<file path="src/rtl/fifo_pkg.sv">
// Shared types and constants for the asynchronous FIFO read-side logic.
package fifo_pkg;

  // Output buffer occupancy of the read-side drain engine.
  typedef enum logic [1:0] {
    EMPTY = 2'd0,
    ONE   = 2'd1,
    TWO   = 2'd2
  } rd_state_t;

  localparam int unsigned RD_STAT_W = 32;

endpackage : fifo_pkg

</file>
<file path="src/rtl/rd_skid_buf.sv">
// Two-entry output buffer: head register drives the stream, tail register
// absorbs the word already popped from the FIFO when downstream stalls.
module rd_skid_buf
  import fifo_pkg::*;
#(
  parameter int unsigned DSIZE = 8
) (
  input  logic             clk,
  input  logic             rstn,
  input  logic             push,
  input  logic [DSIZE-1:0] push_data,
  input  logic             m_ready,
  output logic             m_valid,
  output logic [DSIZE-1:0] m_data,
  output logic             full
);

  rd_state_t        state_q;
  rd_state_t        state_d;
  logic             valid_q;
  logic             full_q;
  logic             pop;
  logic             load_head;
  logic             load_tail;
  logic             shift_tail;
  logic [DSIZE-1:0] head_q;
  logic [DSIZE-1:0] tail_q;

  assign pop = valid_q && m_ready;

  // Occupancy register, with valid/full flags registered alongside it.
  always_ff @(posedge clk or negedge rstn) begin
    if (!rstn) begin
      state_q <= EMPTY;
      valid_q <= 1'b0;
      full_q  <= 1'b0;
    end else begin
      state_q <= state_d;
      valid_q <= (state_d != EMPTY);
      full_q  <= (state_d == TWO);
    end
  end

  // Next occupancy from push/pop.
  always_comb begin
    state_d = state_q;
    unique case (state_q)
      EMPTY: if (push) state_d = ONE;
      ONE: begin
        if (push && !pop)      state_d = TWO;
        else if (!push && pop) state_d = EMPTY;
      end
      TWO:     if (pop) state_d = ONE;
      default: state_d = EMPTY;
    endcase
  end

  // Datapath steering: which register takes the pushed word, and when the tail shifts up.
  always_comb begin
    load_head  = 1'b0;
    load_tail  = 1'b0;
    shift_tail = 1'b0;
    unique case (state_q)
      EMPTY: load_head = push;
      ONE: begin
        load_head = push && pop;
        load_tail = push && !pop;
      end
      TWO:     shift_tail = pop;
      default: ;
    endcase
  end

  // Head and tail data registers.
  always_ff @(posedge clk or negedge rstn) begin
    if (!rstn) begin
      head_q <= '0;
      tail_q <= '0;
    end else begin
      if (load_head)       head_q <= push_data;
      else if (shift_tail) head_q <= tail_q;
      if (load_tail)       tail_q <= push_data;
    end
  end

  assign m_valid = valid_q;
  assign m_data  = head_q;
  assign full    = full_q;

endmodule : rd_skid_buf

</file>
<file path="src/rtl/fifo_rd_stream.sv">
// Read-side drain engine: pops the async FIFO and presents a valid/ready stream.
// Optional handshake counter enabled by defining FIFO_RD_STAT_EN.
module fifo_rd_stream
  import fifo_pkg::*;
#(
  parameter int unsigned DSIZE = 8
) (
  input  logic                 r_clk,
  input  logic                 rstn,
  input  logic                 rempty,
  input  logic [DSIZE-1:0]     rdata,
  output logic                 rinc,
  output logic                 m_valid,
  output logic [DSIZE-1:0]     m_data,
  input  logic                 m_ready
`ifdef FIFO_RD_STAT_EN
  ,
  output logic [RD_STAT_W-1:0] rd_words
`endif
);

  logic full;

  rd_skid_buf #(
    .DSIZE(DSIZE)
  ) u_buf (
    .clk      (r_clk),
    .rstn     (rstn),
    .push     (rinc),
    .push_data(rdata),
    .m_ready  (m_ready),
    .m_valid  (m_valid),
    .m_data   (m_data),
    .full     (full)
  );

  // Pop whenever the FIFO has data and a buffer slot is free; held off during reset.
  assign rinc = rstn && !rempty && !full;

`ifdef FIFO_RD_STAT_EN
  logic [RD_STAT_W-1:0] rd_words_q;

  // Saturating count of completed output handshakes.
  always_ff @(posedge r_clk or negedge rstn) begin
    if (!rstn) begin
      rd_words_q <= '0;
    end else if (m_valid && m_ready && (rd_words_q != '1)) begin
      rd_words_q <= rd_words_q + RD_STAT_W'(1);
    end
  end

  assign rd_words = rd_words_q;
`endif

endmodule : fifo_rd_stream

</file>
<file path="config.mk">
export PLATFORM = sky130hd
export DESIGN_NAME = fifo_rd_stream
export DESIGN_NICKNAME = d
export VERILOG_FILES = /design/src/rtl/fifo_pkg.sv /design/src/rtl/rd_skid_buf.sv /design/src/rtl/fifo_rd_stream.sv
export SDC_FILE = /design/constraint.sdc
export NUM_CORES = 1
export LEC_CHECK = 0
export CORE_MARGIN = 2
export CORE_UTILIZATION = 51
export DETAILED_ROUTE_END_ITERATION = 10
export HOLD_SLACK_MARGIN = 0.05
export PLACE_DENSITY_LB_ADDON = 0.12
export SYNTH_ARGS = -nofsm -noshare
export SYNTH_HDL_FRONTEND = slang
export SYNTH_HIERARCHICAL = 1
export SYNTH_SLANG_ARGS = --single-unit
</file>
<file path="constraint.sdc">
create_clock -name r_clk -period 5.1 [get_ports r_clk]
set_clock_uncertainty 0.2 [all_clocks]
set_input_delay 1.02 -clock r_clk [delete_from_list [all_inputs] [get_ports r_clk]]
set_output_delay 1.02 -clock r_clk [all_outputs]
set_load 0.05 [all_outputs]
</file>
# After elaboration in Yosys (flattened, before gate mapping)
# Index checks and enable logic that the tools add are counted.
word_totals:
  ff_bits: 20
  latch_bits: 0
  ram_bits: 0
  rom_bits: 0
  input_bits: 12
  out_inout_bits: 10
  elab_cells: 31
  n_memories: 0
op_classes:
  addsub: 0
  multipliers: 0
  n_div: 0
  order_cmp: 0
  eq_ne: 3
  n_shift: 0
  n_mux: 10
  bitwise_logic: 0
  n_reduce_logical: 13
op_table:
  columns: ["operator", "n"]
  rows:
  - ["$mux W8", 2]
  - ["$mux W2", 4]
  - ["$logic_and A1 B1 Y1", 6]
  - ["$pmux W2 S3", 1]
  - ["$eq A2 B2 Y1 const B", 2]
  - ["$logic_not A1 Y1", 4]
  - ["$reduce_bool A2 Y1", 2]
  - ["$eq A2 B1 Y1 const B", 1]
  - ["$logic_not A2 Y1", 1]
  - ["$mux W1", 2]
  - ["$pmux W1 S2", 1]

# Depth between registers and ports, before layout
# Gate-level depths: netlist of the first run.
logic_depth:
  word_depth: 9
  mapped_depth: 4

# Modules after synthesis
# The synthesis of the first run kept the hierarchy.
modules_own_cells:
  columns: ["module", "instances", "cells_per_inst", "area_each_um2", "seq_area_each_um2"]
  rows:
  - ["rd_skid_buf", 1, 59, 917.1, 500.5]
  - ["fifo_rd_stream", 1, 1, 12.5, 0.0]

# Worst setup path before layout of the first run
# OpenSTA, ideal clock, no wires.
synth_path:
  path_type: "input to register"
  startpoint: "input rempty"
  endpoint: "register u_buf.head_q[0], in the netlist u_buf/m_data[0]"
  arrival_time_ns: 2.681
  required_ns: 4.775
  slack_ns: 2.094
  stages: 4
  path_cell_list: "nor3b_2 nor2b_1 nand2_2 mux2_4"
synth_between:
  elab_chain_len: 6
  word_cells_on_any_way: 7
synth_lines:
  columns: ["item", "line", "text"]
  rows:
  - ["from (decl)", "fifo_rd_stream.sv:10", "input logic rempty,"]
  - ["$logic_not A1 Y1 (*)", "fifo_rd_stream.sv:38", "assign rinc = rstn && !rempty && !full;"]
  - ["$logic_and A1 B1 Y1 (*) (2 in series)", "fifo_rd_stream.sv:38", null]
  - ["$logic_and A1 B1 Y1", "rd_skid_buf.sv:66", "load_head = push && pop;"]
  - ["$pmux W1 S2 (*)", "rd_skid_buf.sv:63", "unique case (state_q)"]
  - ["$mux W8 or $reduce_bool A2 Y1 (tied branches)", null, null]
  - ["to (signal assigned)", "rd_skid_buf.sv:80", "if (load_head) head_q <= push_data;"]
  - ["to (signal assigned)", "rd_skid_buf.sv:81", "else if (shift_tail) head_q <= tail_q;"]
  - ["to (decl)", "rd_skid_buf.sv:26", "logic [DSIZE-1:0] head_q;"]
# Every way passes the cells marked *; elsewhere a longest branch is shown, timed or not.
# A chain may end at the register's enable or synchronous reset.

# Final worst setup path of the first run
layout_path:
  startpoint: "input rstn"
  endpoint: "output rinc"
layout_between:
  elab_chain_len: 2
layout_lines:
  columns: ["item", "line", "text"]
  rows:
  - ["from (decl)", "fifo_rd_stream.sv:9", "input logic rstn,"]
  - ["$logic_and A1 B1 Y1 (2 in series)", "fifo_rd_stream.sv:38", null]
  - ["to (decl)", "fifo_rd_stream.sv:12", "output logic rinc,"]
# No other way between the ends.

==> metrics, run 1 <==
status finished clean; FMAX approximately 0.24 GHz; area post-placement roughly 0.0012 mm²; CTS tree done; fin util between 70% and 80%; layout cells sized above 1 a little under 40%; sequential-to-total area share from yosys stat 53.8%; Final Hold Vio Count 0; routed vias roughly 570; Non-Filler Instances around 110; final WL roughly 1.7 mm; postcts setup bufs 0; Worst-Margin Slew ~0.49 ns; switch share 39.7%; pwr dens 651 mW/mm²; Antenna Cells 0; Routed Antenna Nets 0; WP data arrival 2.93 ns; area growth from synthesis to layout 30.7%; initial drt markers 6; startpoint types input port; first-pass GRT wire length about 2.8 mm; Worst path max stage delay ~0.86 ns; most used cell, CP clkdlybuf4s50_1; DIE AREA 0.00218 mm²; fin crit period about 4.1 ns; Slew HR 66.9%; IO Pins 22; Synthesized Nets between 70 and 80; total track usage 19.6%; Yosys reg bits 20; CTS Buf Count 3; WP data required 3.88 ns; vias per cell just over 5; cell area after synthesis 930 µm²; CTS clk-pin slew, worst paths about 0.11 ns; Residual DRC 0; GPL Wtd Cong approximately 0.83; Root Buffer clkbuf_4; Final Cycle Share between 80% and 90%; Critical Path End Type output pin; clock tree buffer depth 2; crit path max fanout 21; net switching power about 310 µW; final slew viol count 0; core area between 0.0015 and 0.002 mm²; Slowest-stage cell, CP clkdlybuf4s50_1; Overflow after GRT 0; crit-path cells clkdlybuf4s50_1 -> buf_4 -> nor3b_2 -> clkdlybuf4s50_1; Syn Inst Count 60; worst skew pair latency ~0.30 ns; CTS sink count 20; Max Cap Viol 0; Syn Area/Cell between 15 and 20 µm²; Final Setup Violations 0; post-synth cell types 15; Comb pwr share 52.1%; die height 46.7 µm; peak supply drop 0.394 mV; RSZ-0062 raised after global routing no; cell area after layout 0.00121 mm²; CTS resizes 0; hold-fix buffer count after cts 0; vias in the first global route just over 600; placed insts roughly 110; min-delay worst type register to register; setup_tns 0 ns; Synth Warn # 6; Fillers about 130; Crit Path Category input port to output pin; Int Pwr 477 µW; Reg power frac between 30% and 40%; largest net degree at the start of global routing 22; starting density of the core 53.8%; initial antenna violation count 0; commonest cells after routing, fill and taps aside clkdlybuf4s50_1 (21), dfrtp_1 (20), mux2_2 (16); Hold Slack 0.303 ns; IO Port Bufs 21; row cnt 15; drt first pass iters 4; clock share of power around 12%; Leak 0.543 nW; fin nets approximately 100; Die Width 46.7 µm; HPWL after DPL between 1 and 1.5 mm; most common cell after layout, fill and taps aside clkdlybuf4s50_1; H-tree depth 1; drt wl/cell 15.2 µm
[cells by family (layout without fill, tap and decap cells)]
logic type	count (synthesis)	after routing	synth area share, %
AOI/OAI and AO/OA	8	8	5.65
buffers and inverters	0	26	0
DFF	20	20	53.8
muxes	25	25	33.5
and+or+nand+nor	7	7	7.00
[synth_stat cells]
master | n | share of area (%)
a21bo_2 | 1 | 1.1
a21boi_0 | 1 | 0.81
a21oi_1 | 3 | 1.6
dfrtp_1 | 20 | 54
mux2_1 | 1 | 1.2
mux2_2 | 16 | 19
mux2_4 | 8 | 13
nand2_2 | 2 | 1.3
nand4b_4 | 1 | 2.6
nor2_1 | 1 | 0.40
nor2b_1 | 2 | 1.3
nor3b_2 | 1 | 1.3
o211ai_1 | 1 | 0.81
o21ai_0 | 1 | 0.54
o21bai_1 | 1 | 0.81
[path summary, 6_finish.rpt]
check,startpoint,endpoint,slack [ns],depth (start not counted)
max in group asynchronous,rstn,u_buf/tail_q[2],3.64,2
hold / removal,u_buf/tail_q[7],u_buf/tail_q[7],0.30,1
setup reg to reg,u_buf/full,u_buf/m_data[3],3.11,4
hold reg to reg,u_buf/tail_q[7],u_buf/tail_q[7],0.30,1
setup / recovery,rstn,rinc,0.95,4
min in group asynchronous,rstn,u_buf/tail_q[7],0.85,2
[routing by layer]
metal	vias up	track usage (%)	wire length [µm]
li1	270	-	-
met1	280	23.2	764
met2	16	31.9	823
met3	2	4.71	74
met4	0	11.7	21
met5	-	0	0
[power by group through the flow]
stage	logic, mW	registers (mW)	clock network [mW]
floorplan	0.172	0.409	0
global placement	0.403	0.287	0
detailed placement	0.413	0.292	0
CTS	0.415	0.288	0.0965
global route	0.437	0.298	0.101
finish	0.412	0.288	0.0907
[worst max-delay path: cells and delay by family]
kind,cells,cell delay (ns)
buffers and inverters,3,1.59
AND/OR/NAND/NOR,1,0.33
[state kept, by name, indices dropped and copies added, names as in the netlist]
register	count
u_buf/state_q	2
u_buf/tail_q	8
u_buf/m_data	8
u_buf/m_valid	1
u_buf/full	1
[cell type report]
cell class / instances / area [µm²] / share of cell area (%)
multi-input cells: 40 / 429 / 35.3
clock buffers: 4 / 36.3 / 2.99
flip-flops and latches: 20 / 500 / 41.2
repair buffers: 22 / 218 / 17.9
well taps: 25 / 31.3 / 2.57
[stage by stage]
step / total power, mW / setup WS (ns)
after CTS: 0.799 / 0.911
after global routing: 0.837 / 0.836
after global placement: 0.691 / 0.971
final: 0.791 / 0.951
after floorplan: 0.581 / 2.09
after detailed placement: 0.705 / 0.916
Note: power is estimated with default switching activity, not from simulation.
==> inputs of run 2 (changes only) <==
--- a/config.mk
+++ b/config.mk
@@ -6,7 +6,7 @@
 export NUM_CORES = 1
 export LEC_CHECK = 0
 export CORE_MARGIN = 2
-export CORE_UTILIZATION = 51
+export CORE_UTILIZATION = 43
 export DETAILED_ROUTE_END_ITERATION = 10
 export HOLD_SLACK_MARGIN = 0.05
 export PLACE_DENSITY_LB_ADDON = 0.12
==> constraint.sdc (replaced) <==
create_clock -name r_clk -period 3.8 [get_ports r_clk]
set_clock_uncertainty 0.2 [all_clocks]
set_input_delay 0.76 -clock r_clk [delete_from_list [all_inputs] [get_ports r_clk]]
set_output_delay 0.76 -clock r_clk [all_outputs]
set_load 0.05 [all_outputs]
==> run 2 against run 1 <==
Effect of this change: non-clock buffer count stayed put; critical path depth is 1 lower; via count is 0.18% lower; combinational power is 34% higher; power is 31% higher.
==> metrics, run 2 (synthesis gave the netlist of run 1 again) <==
HPWL after DPL ~1.1 mm; initial drt markers 3; routed vias roughly 570; hold-fix buffer count after cts 0; CTS clk-pin slew, worst paths 0.10 ns; pwr dens roughly 850 mW/mm²; Int Pwr 621 µW; crit-path cells clkdlybuf4s50_1 -> nor3b_2 -> buf_12; fin util 60.6%; switch share about 40%; Crit Path Category input port to output pin; CTS sink count 20; CTS tree done; area post-placement between 0.001 and 0.0015 mm²; vias per cell just over 5; WP data required around 2.8 ns; first-pass GRT wire length approximately 2.7 mm; Final Hold Vio Count 0; GPL Wtd Cong approximately 0.75; Overflow after GRT 0; min-delay worst type register to register; Multi-input gate area around 430 µm²; hold path start u_buf/tail_q[7]; IO Port Bufs 21; final slew viol count 0; Final Cycle Share between 70% and 80%; net switching power ~410 µW; vias in the first global route 550; row cnt 16; Residual DRC 0; Die Width 50.5 µm; setup_tns 0 ns; initial antenna violation count 0; startpoint types input port; Non-Filler Instances about 110; final WL 1.59 mm; postcts setup bufs 0; WP data arrival around 1.8 ns; Reg power frac between 30% and 40%; Antenna Cells 0; die height 50.5 µm; largest net degree at the start of global routing 21; Root Buffer clkbuf_4; Fillers between 150 and 200; Max Cap Viol 0; clock tree buffer depth 2; FMAX roughly 0.37 GHz; Worst-Margin Slew ~0.50 ns; cell area after layout about 0.0012 mm²; CTS Buf Count 3; worst r2r src u_buf/full; Worst path max stage delay 0.47 ns; crit path setup slack, layout between 1 and 1.5 ns; core area ~0.002 mm²; area growth from synthesis to layout 30.6%; clock share of power a little under a tenth; starting density of the core roughly 46%; Slew HR 66.7%; crit path max fanout 4; drt wl/cell 14.2 µm; total track usage between 10% and 20%; commonest cells after routing, fill and taps aside clkdlybuf4s50_1 (20), dfrtp_1 (20), mux2_2 (16); peak supply drop ~0.46 mV; drt first pass iters 2; flip-flop and latch area around 500 µm²; Comb pwr share about 53%; RSZ-0062 raised after global routing no; DIE AREA approximately 0.0025 mm²; placed insts about 110; fin nets just under 100; H-tree depth 1; worst slack at placement 0.909 ns; worst skew pair latency around 0.29 ns; CTS resizes 0; IO Pins 22; Critical Path End Type output pin; status finished clean; Routed Antenna Nets 0; Leak 0.541 nW; fin crit period between 2 and 3 ns; layout cells sized above 1 roughly two fifths; Final Setup Violations 0; Slowest-stage cell, CP clkdlybuf4s50_1; Critical Path Source rstn
-- run 2: cell type report --
cell class | count | area share (%)
clock buffer | 3 | 1.86
multi-input combinational | 40 | 35.4
sequential | 20 | 41.2
tap | 27 | 2.78
timing repair buffer | 22 | 18.8
-- run 2: metrics by stage --
stage | total power [mW] | hold slack [ns]
2_1_floorplan | 0.780 | 0.260
3_3_place_gp | 0.934 | 0.272
3_5_place_dp | 0.946 | 0.290
4_1_cts | 1.05 | 0.314
5_1_grt | 1.09 | 0.322
6_report | 1.03 | 0.311
-- run 2: layer usage --
metal / part of all wire, % / global-route usage [%]
met2: 48 / 21.1
met4: 0.88 / 6.76
met3: 3.8 / 2.98
met1: 47 / 20.2
met5: 0 / 0
-- run 2: power groups by stage --
stage,Clock (mW),Sequential [mW],Combinational [mW]
2_1_floorplan,0,0.549,0.231
3_3_place_gp,0,0.387,0.547
3_5_place_dp,0,0.391,0.555
4_1_cts,0.102,0.386,0.557
5_1_grt,0.112,0.401,0.578
6_report,0.0974,0.384,0.551
-- run 2: final timing paths --
path                            slack (ns)  cells after the start               to
min in group asynchronous             0.61                      2       u_buf/full
worst min-delay path                  0.31                      1  u_buf/tail_q[7]
worst max register to register        1.78                      4  u_buf/m_data[1]
max in group asynchronous             2.59                      2  u_buf/tail_q[6]
worst min register to register        0.31                      1  u_buf/tail_q[7]
worst max-delay path                  1.08                      3             rinc
-- run 2: worst max-delay path: cells and delay by family --
family	cells	cell delay, ns
simple gates	1	0.35
buf+inv	2	0.66
